==> src/rtl/pcm_linear_interpolator.sv <==
// PCM linear interpolator: upsamples 16-bit PCM by OSR = 2**LOG2_OSR with a linear ramp per segment.
// Optional PCM_INTERP_UNDERRUN_CNT_EN adds a saturating underrun counter port.
module pcm_linear_interpolator #(
  parameter int LOG2_OSR = 7,
  parameter int DW       = 16
) (
  input  logic          clk,
  input  logic          reset,
  input  logic [DW-1:0] in_data,
  input  logic          in_valid,
  output logic          in_ready,
  output logic [DW-1:0] out,
  output logic          sample_tick,
`ifdef PCM_INTERP_UNDERRUN_CNT_EN
  output logic [15:0]   underrun_cnt,
`endif
  output logic          underrun
);
  localparam int AW = DW + LOG2_OSR + 1;
  localparam int SW = DW + 1;

  typedef enum logic {IDLE, RUN} state_t;
  state_t state_q, state_d;

  logic [DW-1:0]       hold_q, hold_d;
  logic                hold_valid_q, hold_valid_d;
  logic [DW-1:0]       cur_q, cur_d;
  logic [SW-1:0]       step_q, step_d;
  logic [AW-1:0]       acc_q, acc_d;
  logic [LOG2_OSR-1:0] phase_q, phase_d;
  logic                tick_q, tick_d, und_q, und_d;
  logic                wrap, accept, load;

  assign wrap   = (state_q == RUN) && (&phase_q);
  assign accept = in_valid && !hold_valid_q;
  assign load   = hold_valid_q && ((state_q == IDLE) || wrap);

  always_ff @(posedge clk) begin
    if (reset) state_q <= IDLE;
    else       state_q <= state_d;
  end

  always_comb begin
    state_d = state_q;
    if (state_q == IDLE && hold_valid_q) state_d = RUN;
  end

  always_comb begin
    hold_d       = accept ? in_data : hold_q;
    hold_valid_d = accept | (hold_valid_q & ~load);
    cur_d        = cur_q;
    step_d       = step_q;
    acc_d        = acc_q;
    phase_d      = phase_q;
    tick_d       = 1'b0;
    und_d        = 1'b0;
    if (state_q == IDLE) begin
      if (load) begin
        cur_d   = hold_q;
        step_d  = {hold_q[DW-1], hold_q};
        phase_d = '0;
      end
    end else begin
      acc_d   = acc_q + {{(AW-SW){step_q[SW-1]}}, step_q};
      phase_d = phase_q + 1'b1;
      if (wrap) begin
        // Exact reload removes any accumulated drift and equals acc + step anyway.
        acc_d  = {{(AW-DW-LOG2_OSR){cur_q[DW-1]}}, cur_q, {LOG2_OSR{1'b0}}};
        tick_d = 1'b1;
        if (hold_valid_q) begin
          step_d = {hold_q[DW-1], hold_q} - {cur_q[DW-1], cur_q};
          cur_d  = hold_q;
        end else begin
          step_d = '0;
          und_d  = 1'b1;
        end
      end
    end
  end

  always_ff @(posedge clk) begin
    if (reset) begin
      hold_q       <= '0;
      hold_valid_q <= 1'b0;
      cur_q        <= '0;
      step_q       <= '0;
      acc_q        <= '0;
      phase_q      <= '0;
      tick_q       <= 1'b0;
      und_q        <= 1'b0;
    end else begin
      hold_q       <= hold_d;
      hold_valid_q <= hold_valid_d;
      cur_q        <= cur_d;
      step_q       <= step_d;
      acc_q        <= acc_d;
      phase_q      <= phase_d;
      tick_q       <= tick_d;
      und_q        <= und_d;
    end
  end

`ifdef PCM_INTERP_UNDERRUN_CNT_EN
  logic [15:0] ucnt_q, ucnt_d;
  always_comb begin
    ucnt_d = ucnt_q;
    if (und_d && ucnt_q != 16'hFFFF) ucnt_d = ucnt_q + 16'd1;
  end
  always_ff @(posedge clk) begin
    if (reset) ucnt_q <= '0;
    else       ucnt_q <= ucnt_d;
  end
  assign underrun_cnt = ucnt_q;
`endif

  // Segment values stay between prev and cur targets, so the slice never overflows.
  assign out         = acc_q[LOG2_OSR +: DW];
  assign in_ready    = !hold_valid_q;
  assign sample_tick = tick_q;
  assign underrun    = und_q;
endmodule

==> config.mk <==
export PLATFORM = sky130hd
export DESIGN_NAME = pcm_linear_interpolator
export DESIGN_NICKNAME = d
export VERILOG_FILES = /design/src/rtl/pcm_linear_interpolator.sv
export SDC_FILE = /design/constraint.sdc
export NUM_CORES = 1
export LEC_CHECK = 0
export BUFFER_PORTS_ARGS = -buffer_cell sky130_fd_sc_hd__buf_4
export CORE_MARGIN = 2
export CORE_UTILIZATION = 40
export DETAILED_ROUTE_END_ITERATION = 8
export SKIP_LAST_GASP = 1
export SLEW_MARGIN = 20
export SYNTH_ARGS = -nofsm -noshare
export SYNTH_HDL_FRONTEND = slang
export SYNTH_SLANG_ARGS = --single-unit
==> constraint.sdc <==
create_clock -name clk -period 2.83 [get_ports clk]
set_input_delay 0.1415 -clock clk [delete_from_list [all_inputs] [get_ports clk]]
set_output_delay 0.1415 -clock clk [all_outputs]
set_load 0.05 [all_outputs]
Yosys cells after proc, flatten, opt, wreduce, memory -nomap -nowiden
Index checks and enable logic that the tools add are counted.
{ "word_totals": {"elab_cells": 44, "regBits": 84, "inputBits": 19, "output_inout_bits": 19} }
{ "classes": {"reduce_logical": 12, "muxes": 13, "add_sub_neg": 3, "bitwise_logic": 5, "eq_ne": 2} }
{ "ops": {"columns": ["op", "count"], "rows": [
  ["two-way mux 17 bit", 4],
  ["two-way mux 16 bit", 4],
  ["adder 24 bit", 1],
  ["two-way mux 24 bit", 1],
  ["subtractor 16 x 16 -> 17 bit", 1],
  ["two-way mux 7 bit", 2],
  ["adder 7 x 1 -> 7 bit (second input constant)", 1],
  ["AND reduction 7 bit", 1],
  ["logical AND 1 bit", 4],
  ["!= test 2 x 1 -> 1 bit (second input constant)", 2],
  ["inverter 1 bit", 3],
  ["AND reduction 3 bit", 1],
  ["OR reduction 3 bit", 1],
  ["two-way mux 1 bit", 2],
  ["AND reduction 2 bit", 1],
  ["nonzero test 2 bit", 1],
  ["OR reduction 2 bit", 1],
  ["AND 1 bit", 1],
  ["zero test 1 bit", 1],
  ["logical OR 1 bit", 1],
  ["bitwise OR 1 bit", 1]
]} }

Logic depth before layout (Yosys ltp)
Gate-level depths: netlist (run 1).
{ "depth": {"word_depth": 7, "ltp_mapped": 9} }

Worst setup path after synthesis (run 1)
No wires, ideal clock.
{ "synth_path": {"path_kind": "reg2reg", "start": "register step_q[0]", "end": "register acc_q[12]", "t_arrival_ps": 2066, "slack_ps": 679, "synth_period_minus_slack_ps": 2151, "path_buffers": 0, "path_stages_with_launch": 9, "cell_sequence": "dfxtp_1 > ha_1 > fa_1 > a211oi_1 > o21ai_1 > a21oi_2 > nor2_1 > mux2_2 > a211oi_1"} }
{ "synth_between": {"elab_chain_len": 2} }
{ "synth_lines": {"columns": ["item", "line_no", "rtl"], "rows": [
  ["from (decl)", "28", "logic [SW-1:0] step_q, step_d;"],
  ["from (signal assigned)", "95", "step_q <= step_d;"],
  ["adder 24 bit", "64", "acc_d = acc_q + {{(AW-SW){step_q[SW-1]}}, step_q};"],
  ["two-way mux 24 bit", "66", "if (wrap) begin"],
  ["to (signal assigned)", "87", "acc_q <= '0;"],
  ["to (signal assigned)", "96", "acc_q <= acc_d;"],
  ["to (decl)", "29", "logic [AW-1:0] acc_q, acc_d;"]
]} }
Every way passes these cells.
A chain may end at the register's enable or synchronous reset.

Worst setup path in the final report (run 1)
{ "layout_path": {"start": "register hold_q[0]", "end": "register step_q[14]"} }
{ "layout_between": {"elab_chain_len": 4} }
{ "layout_lines": {"columns": ["item", "line_no", "rtl"], "rows": [
  ["from (decl)", "25", "logic [DW-1:0] hold_q, hold_d;"],
  ["from (signal assigned)", "92", "hold_q <= hold_d;"],
  ["subtractor 16 x 16 -> 17 bit", "71", "step_d = {hold_q[DW-1], hold_q} - {cur_q[DW-1], cur_q};"],
  ["two-way mux 17 bit", "70", "if (hold_valid_q) begin"],
  ["two-way mux 17 bit", "66", null],
  ["two-way mux 17 bit", "57", "if (state_q == IDLE) begin"]
]} }
Every way passes these cells. The select of a mux whose other input is x is not followed.

==> impl_metrics.toml, run 1 <==
[worst_hold_path]
hold_end = "hold_q[10]$_SDFFE_PP0P_"
hp-start = "in_data[10]"
worstHoldPathType = "input pin to register"
holdPathStages = 3

[worst_setup_path]
crit_path_start_kind = "register"
critPathMaxFanout = 4
ff2ff_path_depth = 9
crit_path_end_kind = "register"
worstSetupPathType = "register to register"
rrSetupSlack_ps = 350
reg2reg_to = "step_q[14]$_SDFFE_PP0P_"
crit-reg2reg-launch = "hold_q[0]$_SDFFE_PP0P_"
required_ps = 3070
cp.arrival_ps = 2720

[die]
core-area_um2 = 13830
die_area_um2 = 15070
num_rows = 43
die-height_um = 122.7
io_pins = 38
initial_utilization_pct = 40.79
die_w_um = 122.7

[clocking]
clock_sinks = 83
clock_path_buffers = 2
cts.repair.resized = 0
cts_max_level = 3
cts.clk_slew.worst_paths_ps = 60
cts_tree = "done"
cts_made_buffers = 9
worstSkewPairLatency_ps = 350
hold_buffers = 0
post_cts_buffers = 0
cts_root_buffer = "clkbuf_16"

[timing]
finalSetupViolations = 0
tns_ps = 0
finalWorstSetupSlack_ps = 354.3
hold_violations = 0
fmax_mhz = 403.9
rsz0062_at_grt = "false"
maxSlewViolCount = 0
period_needed_ps = 2476
worst_slew_pin_slew_ps = 586.0
fin_crit_sh_pct = 87.48
relSlewSlack_pct = 60.89
clock_skew_ps = 9.307

[cells_and_area]
stdcell_area_um2 = 6211
utilization_pct = 44.92
drive_above_1_share_pct = 11.76
area_delta_synth_final_pct = 10.12
nNetsFinal = 803
antenna_cells = 0

[power_and_ir_drop]
internal_power_mw = 2.216
p_comb_share_pct = 22.8
leakage_nw = 2.461
switching_share_pct = 31.62
p_sw_mw = 1.025
power_density_nw_per_um2 = 521.7
pwr-share-clk_pct = 37.3
peakVddDrop_v = 0.0002962
power_frac_seq_pct = 39.9

[routing]
drc_errors = 0
drt_first_pass_iters = 5
routedWlPerCell_um = 17.07
routed_wl_um = 15840
vias_per_cell = 5.852
vias = 5431
ant_nets = 0
first_iter_violations = 479

[logic_synthesis]
synthFlopType = "dfxtp_1"
syn_nets = 796
synth_compound_area_share_pct = 26.86
yosysSeqAreaShare_pct = 29.46
synth_top_family_by_area = "compound AO/OA/AOI/OAI gates"
postSynthCellCount = 736
synth_area_leader_cell = "dfxtp_1"
synth_mux_area_share_pct = 1.264
ys_ff_latch = 83
synth-simple-area-share_pct = 21.67
synth_top_area_share_pct = 29.46
yosys-top-cells-area = "dfxtp_1, ha_1, a21oi_1, nand2_1, nor2_1"
synth_adder_area_share_pct = 9.361
synth_xor_area_share_pct = 3.416
syn_area_um2 = 5640
synth_edf_count = 0
synth_cell_type_count = 72
synth_area_per_cell_um2 = 7.664
async_flop_share_pct = 0
yosys_warnings = 0

[global_route]
grt_use_total_pct = 21.93
antenna_found_initial = 0
grt_pass1_vias = 5047
grt_pass1_wl_um = 25830
grt_max_degree = 51
gr-total-overflow = 0

[placement]
gp_congestion = 0.9207
post-dp-hpwl_um = 11540
dp_slack_ps = 357.8
port_buffers = 37
placed_area_um2 = 5916

[outcome]
outcome = "finished clean"

[run]
drv_cap = 0
-- layout by cell type, fill, tap and decap left out, types with 4 or more instances in the layout --
cell         n
o21ai_0     27
a221oi_1     5
inv_1       24
nor3_1      17
a21o_1      15
dfxtp_1     83
clkbuf_16    9
o211ai_1     4
nand4_1     11
nor2b_1      6
nor4_1       6
a21oi_1     93
xnor2_1     16
o21bai_1     5
buf_4       54
xor2_1       6
o32ai_1      4
and3_1       6
nand3_1     22
mux2i_1      6
nand2b_1     5
ha_1        39
a31oi_1     12
nor2_1      70
a211oi_1    15
o21a_1      11
nand2_1    101
-- logic make-up after synthesis --
| family | count (synthesis) |
|---|---|
| adder cells (fa/ha/maj) | 41 |
| AO/OA/AOI/OAI | 235 |
| AND/OR/NAND/NOR | 265 |
| buffers and inverters | 83 |
| XOR/XNOR | 22 |
| multiplexers | 7 |
| flip-flops | 83 |
-- registers in the layout (all words and copies together) (netlist names) --
register / cells
underrun: 1
phase_q: 7
state_q: 1
sample_tick: 1
hold_valid_q: 1
cur_q: 16
step_q: 17
acc_q: 23
hold_q: 16
-- cell type report --
| cell class | instances | area (um^2) |
|---|---|---|
| clock inverter | 5 | 52.55 |
| inverter | 25 | 93.84 |
| timing repair buffer | 54 | 405.4 |
| sequential | 83 | 1662 |
| tap | 180 | 225.2 |
| clock buffer | 11 | 242.7 |
| multi-input combinational | 570 | 3530 |
| fill | 1370 | 7616 |
-- stage by stage --
stage               std cells  total power [mW]  hold WS [ps]
finish                    928             3.240         37.93
floorplan                 736             1.881         277.5
detailed placement        912             2.044         397.0
CTS                       928             3.255         25.94
global placement          912             2.029         388.4
global route              928             3.400         30.75
-- power groups by stage --
stage	clock network (mW)	registers, mW	logic, mW
3_3_place_gp	0	1.32	0.714
4_1_cts	1.23	1.29	0.731
2_1_floorplan	0	1.29	0.592
5_1_grt	1.29	1.30	0.813
6_report	1.21	1.29	0.740
3_5_place_dp	0	1.32	0.726
-- worst max-delay path by stage --
stage	start	end	slack [ps]
finish	hold_q[0]$_SDFFE_PP0P_	step_q[14]$_SDFFE_PP0P_	350
global route	hold_q[0]$_SDFFE_PP0P_	step_q[14]$_SDFFE_PP0P_	160
CTS	hold_q[0]$_SDFFE_PP0P_	step_q[14]$_SDFFE_PP0P_	350
detailed placement	hold_q[0]$_SDFFE_PP0P_	step_q[14]$_SDFFE_PP0P_	360
global placement	hold_q[0]$_SDFFE_PP0P_	step_q[16]$_SDFFE_PP0P_	510
floorplan	step_q[0]$_SDFFE_PP0P_	acc_q[12]$_SDFFE_PP0P_	680
-- per-layer routing --
layer  global-route usage, %  vias up  wire [um]
met5                       0        -          0
met3                   4.275       28        915
li1                        -     2659          -
met4                   7.471        0        274
met2                   32.22      174       6793
met1                   31.80     2570       7860
-- critical path, cell delays in order (launching register included) --
cell      delay, ps
dfxtp_1         380
inv_1            60
ha_1            210
fa_1            390
nand2b_1        200
a21oi_1         250
o31ai_1         160
o21ai_1         320
nand2_1         100
o311ai_0        310
-- cell usage after synthesis (11+ instances only) --
library cell / count
nand2_1: 101
a21oi_1: 93
dfxtp_1: 83
nor2_1: 70
ha_1: 39
clkbuf_1: 28
o21ai_0: 27
inv_1: 24
nand3_1: 22
nor3_1: 17
buf_4: 16
xnor2_1: 16
a211oi_1: 15
a21o_1: 15
a31oi_1: 12
nand4_1: 11
o21a_1: 11
Power figures use the tool's default switching activity.
==> inputs of run 2 (changes only) <==
--- a/config.mk
+++ b/config.mk
@@ -7,8 +7,9 @@
 export LEC_CHECK = 0
 export BUFFER_PORTS_ARGS = -buffer_cell sky130_fd_sc_hd__buf_4
 export CORE_MARGIN = 2
-export CORE_UTILIZATION = 40
+export CORE_UTILIZATION = 51
 export DETAILED_ROUTE_END_ITERATION = 8
+export PLACE_DENSITY = 0.69
 export SKIP_LAST_GASP = 1
 export SLEW_MARGIN = 20
 export SYNTH_ARGS = -nofsm -noshare
==> impl_metrics.toml, run 2 (synthesized netlist as in run 1, its figures left out) <==
[outcome]
outcome = "finished clean"

[routing]
routedWlPerCell_um = 17.12
routed_wl_um = 15150
first_iter_violations = 449
vias = 5394
drc_errors = 0
drt_first_pass_iters = 7
vias_per_cell = 6.095
ant_nets = 0

[cells_and_area]
final_common_cell = "nand2_1"
area_delta_synth_final_pct = 7.165
largest_register_ffs = 23
regMostFlops = "acc_q"
nNetsFinal = 802
final_cell_mix = "nand2_1, a21oi_1, dfxtp_1"
utilization_pct = 56.01
drive_above_1_share_pct = 11.14
antenna_cells = 0
reg.largest.list = "acc_q: 23 flops, step_q: 17 flops"

[timing]
clock_skew_ps = 15.29
tns_ps = 0
worst_slew_pin_slew_ps = 736.4
finalSetupViolations = 0
maxSlewViolCount = 0
rsz0062_at_grt = "false"
hold_violations = 0
period_needed_ps = 2537
fmax_mhz = 394.1
relSlewSlack_pct = 50.79
fin_crit_sh_pct = 89.66

[power_and_ir_drop]
leakage_nw = 2.404
power_density_nw_per_um2 = 475.0
peakVddDrop_v = 0.0003183

[worst_hold_path]
hp-start = "in_data[4]"
worstHoldPathType = "input pin to register"

[worst_setup_path]
crit-reg2reg-launch = "hold_q[0]$_SDFFE_PP0P_"
crit_path_start_kind = "register"
crit_path_end_kind = "register"
slowest_stage = "fa_1"
worstSetupPathType = "register to register"
path_cells = "inv_1 -> ha_1 -> fa_1 -> nand2b_1 -> a21oi_1 -> o31ai_1 -> o21ai_1 -> nand2_1 -> o311ai_0"
slowest_delay_ps = 400
cp.arrival_ps = 2810
cp-startpoint = "hold_q[0]$_SDFFE_PP0P_"
required_ps = 3100
critPathMaxFanout = 4

[global_route]
grt_pass1_vias = 4993
grt_pass1_wl_um = 25030
gr-total-overflow = 0
grt_use_total_pct = 26.95
antenna_found_initial = 0
grt_max_degree = 57

[placement]
gp_congestion = 0.9576
post-dp-hpwl_um = 10980
port_buffers = 37

[clocking]
worstSkewPairLatency_ps = 370
cts_made_buffers = 9
cts_tree = "done"
cts_max_level = 3
cts.clk_slew.worst_paths_ps = 80
clock_path_buffers = 2
cts_root_buffer = "clkbuf_8"
clock_sinks = 83

[die]
die_area_um2 = 11920
die_w_um = 109.2
num_rows = 38
io_pins = 38
initial_utilization_pct = 52.26
core-area_um2 = 10790
die-height_um = 109.2

[run]
drv_cap = 0
==> run 2: changes by cell type in the layout (fill, tap and decap cells not counted), sizes merged <==
cell         before  now
clkinv            4    3
clkinvlp          1    0
buf              54   51
dlygate4sd3       0    2
==> run 2: repair_timing <==
action | CTS | global route
endpoints found under the hold margin | 2 | 0
resized for setup | 0 | 0
hold buffers | 2 | 0
setup buffers | 0 | 0
==> run 2: report_power, final <==
group	internal [mW]	total (mW)	leakage [nW]	switching, mW
clock	0.420	0.851	0.0950	0.432
combinational	0.282	0.727	1.63	0.446
sequential	1.23	1.29	0.676	0.0662
total	1.93	2.87	2.40	0.943
==> run 2: final timing paths <==
check | endpoint | slack, ps | cells after the start
hold reg to reg | cur_q[6]$_SDFFE_PP0P_ | 450 | 2
hold / removal | hold_q[4]$_SDFFE_PP0P_ | 10 | 3
setup reg to reg | step_q[14]$_SDFFE_PP0P_ | 290 | 9
setup / recovery | step_q[14]$_SDFFE_PP0P_ | 290 | 9
==> run 2: through the flow <==
stage	hold WS [ps]	std cells	power, mW	worst slack [ps]	instance area, um^2
after floorplan	277.5	736	1.881	678.9	5640
after global placement	387.9	869	2.013	497.3	5843
after detailed placement	396.5	869	2.029	349.6	5843
after CTS	1.338	885	2.880	327.9	6045
after global routing	18.03	885	3.031	180.2	6045
final	13.38	885	2.871	292.6	6045
==> run 2: layout make-up <==
type                            instances  area (um^2)
Fill cell                             998         4748
Multi-Input combinational cell        570         3530
Sequential cell                        83         1662
Timing Repair Buffer                   53        402.9
Tap cell                              140        175.2
Clock buffer                           11        141.4
Inverter                               25        93.84
Clock inverter                          3        40.04
==> run 2: per-layer routing <==
layer	vias to the layer above	wire length [um]	GRT usage [%]
li1	2642	-	-
met4	0	281	10.16
met2	207	6784	41.44
met1	2521	7171	38.14
met3	24	915	3.766
met5	-	0	0
==> run 2: worst max-delay path: cells and delay by family, from the launching register on <==
kind	cells	cell delay, ps
buffers and inverters	1	60
DFF	1	390
AOI/OAI and AO/OA	4	1090
and+or+nand+nor	2	280
adders and majority gates	2	610
==> inputs of run 3 (changes only) <==
--- a/config.mk
+++ b/config.mk
@@ -10,6 +10,7 @@
 export CORE_UTILIZATION = 51
 export DETAILED_ROUTE_END_ITERATION = 8
 export PLACE_DENSITY = 0.69
+export RECOVER_POWER = 25
 export SKIP_LAST_GASP = 1
 export SLEW_MARGIN = 20
 export SYNTH_ARGS = -nofsm -noshare
==> impl_metrics.toml, run 3 (synthesized netlist as in run 1, its figures left out) <==
[routing]
routed_wl_um = 15140
vias_per_cell = 6.047
ant_nets = 0
vias = 5352
drc_errors = 0
routedWlPerCell_um = 17.11
first_iter_violations = 431
drt_first_pass_iters = 7

[clocking]
worstSkewPairLatency_ps = 380
clock_path_buffers = 2
cts.repair.resized = 0
cts.clk_slew.worst_paths_ps = 80
clock_sinks = 83
post_cts_buffers = 0
cts_made_buffers = 9
cts_tree = "done"
cts_max_level = 3
cts_root_buffer = "clkbuf_8"
hold_buffers = 2

[placement]
port_buffers = 37
gp_congestion = 0.9576
post-dp-hpwl_um = 10980

[die]
initial_utilization_pct = 52.26
die-height_um = 109.2
die_area_um2 = 11920
io_pins = 38
num_rows = 38
die_w_um = 109.2
core-area_um2 = 10790

[timing]
hold_violations = 0
rsz0062_at_grt = "false"
clock_skew_ps = 15.41
finalSetupViolations = 0
relSlewSlack_pct = 50.74
period_needed_ps = 2546
fmax_mhz = 392.8
fin_crit_sh_pct = 89.96
worst_slew_pin_slew_ps = 737.1
tns_ps = 0
maxSlewViolCount = 0

[global_route]
grt_max_degree = 57
grt_pass1_wl_um = 25030
antenna_found_initial = 0
grt_pass1_vias = 4993
gr-total-overflow = 0
grt_use_total_pct = 26.95

[cells_and_area]
reg.largest.list = "acc_q: 23 flops, step_q: 17 flops"
largest_register_ffs = 23
final_common_cell = "nand2_1"
final_cell_mix = "nand2_1, a21oi_1, dfxtp_1"
regMostFlops = "acc_q"
seqCellArea_um2 = 1662
nFillCells = 1028
drive_above_1_share_pct = 8.591
antenna_cells = 0
utilization_pct = 55.34
nNetsFinal = 802
multiInputGateArea_um2 = 3530
area_delta_synth_final_pct = 5.901

[worst_setup_path]
path_cells = "inv_1 -> ha_1 -> fa_1 -> nand2b_1 -> a21oi_1 -> o31ai_1 -> o21ai_1 -> nand2_1 -> o311ai_0"
required_ps = 3100
worstSetupPathType = "register to register"
crit_path_end_kind = "register"
critPathMaxFanout = 4
crit_path_start_kind = "register"
cp.arrival_ps = 2820
slowest_delay_ps = 400
slowest_stage = "fa_1"

[run]
drv_cap = 0

[outcome]
outcome = "finished clean"

[power_and_ir_drop]
peakVddDrop_v = 0.0003148
power_density_nw_per_um2 = 478.8
leakage_nw = 2.325

[worst_hold_path]
worstHoldPathType = "input pin to register"
-- run 3: cell count changes in the layout (fill, tap and decap cells not counted) --
cell and change:
buf_4 -19, clkbuf_1 +19
-- run 3: worst paths after layout --
kind              cells after the start                   start                       to  slack (ps)
hold / removal                        3              in_data[4]   hold_q[4]$_SDFFE_PP0P_          10
setup / recovery                      9  hold_q[0]$_SDFFE_PP0P_  step_q[14]$_SDFFE_PP0P_         280
hold reg to reg                       2   cur_q[6]$_SDFFE_PP0P_    cur_q[6]$_SDFFE_PP0P_         450
setup reg to reg                      9  hold_q[0]$_SDFFE_PP0P_  step_q[14]$_SDFFE_PP0P_         280
-- run 3: power breakdown --
group	switching [mW]	internal (mW)	leakage, nW
Sequential	0.0656	1.23	0.676
Combinational	0.446	0.267	1.55
Clock	0.435	0.420	0.0950
-- run 3: layout make-up --
type	instances	share of cell area, %
Inverter	25	1.571
Clock inverter	3	0.6703
Clock buffer	11	2.367
Sequential cell	83	27.82
Tap cell	140	2.933
Timing Repair Buffer	53	5.551
Multi-Input combinational cell	570	59.09
-- run 3: per-stage QoR --
stage	power (mW)	instance area, um^2	hold slack [ps]	std cells	setup slack [ps]
3_5_place_dp	2.029	5843	396.5	869	349.6
4_1_cts	2.880	6045	1.338	885	327.9
5_1_grt	3.017	5973	18.03	885	180.2
3_3_place_gp	2.013	5843	387.9	869	497.3
6_report	2.860	5973	11.86	885	284.2
2_1_floorplan	1.881	5640	277.5	736	678.9
-- run 3: critical path: cells and delay by family, from the launching register on --
kind | cells | cell delay, ps
compound gates | 4 | 1090
fa+ha+maj | 2 | 610
flops | 1 | 390
simple gates | 2 | 280
buf+inv | 1 | 60
-- run 3: metal layers --
| metal | wire [um] | part of all wire, % | global-route usage [%] | up-vias |
|---|---|---|---|---|
| met2 | 6755 | 45 | 41.44 | 173 |
| li1 | - | - | - | 2644 |
| met4 | 229 | 1.5 | 10.16 | 0 |
| met3 | 1001 | 6.6 | 3.766 | 16 |
| met1 | 7151 | 47 | 38.14 | 2519 |
| met5 | 0 | 0 | 0 | - |
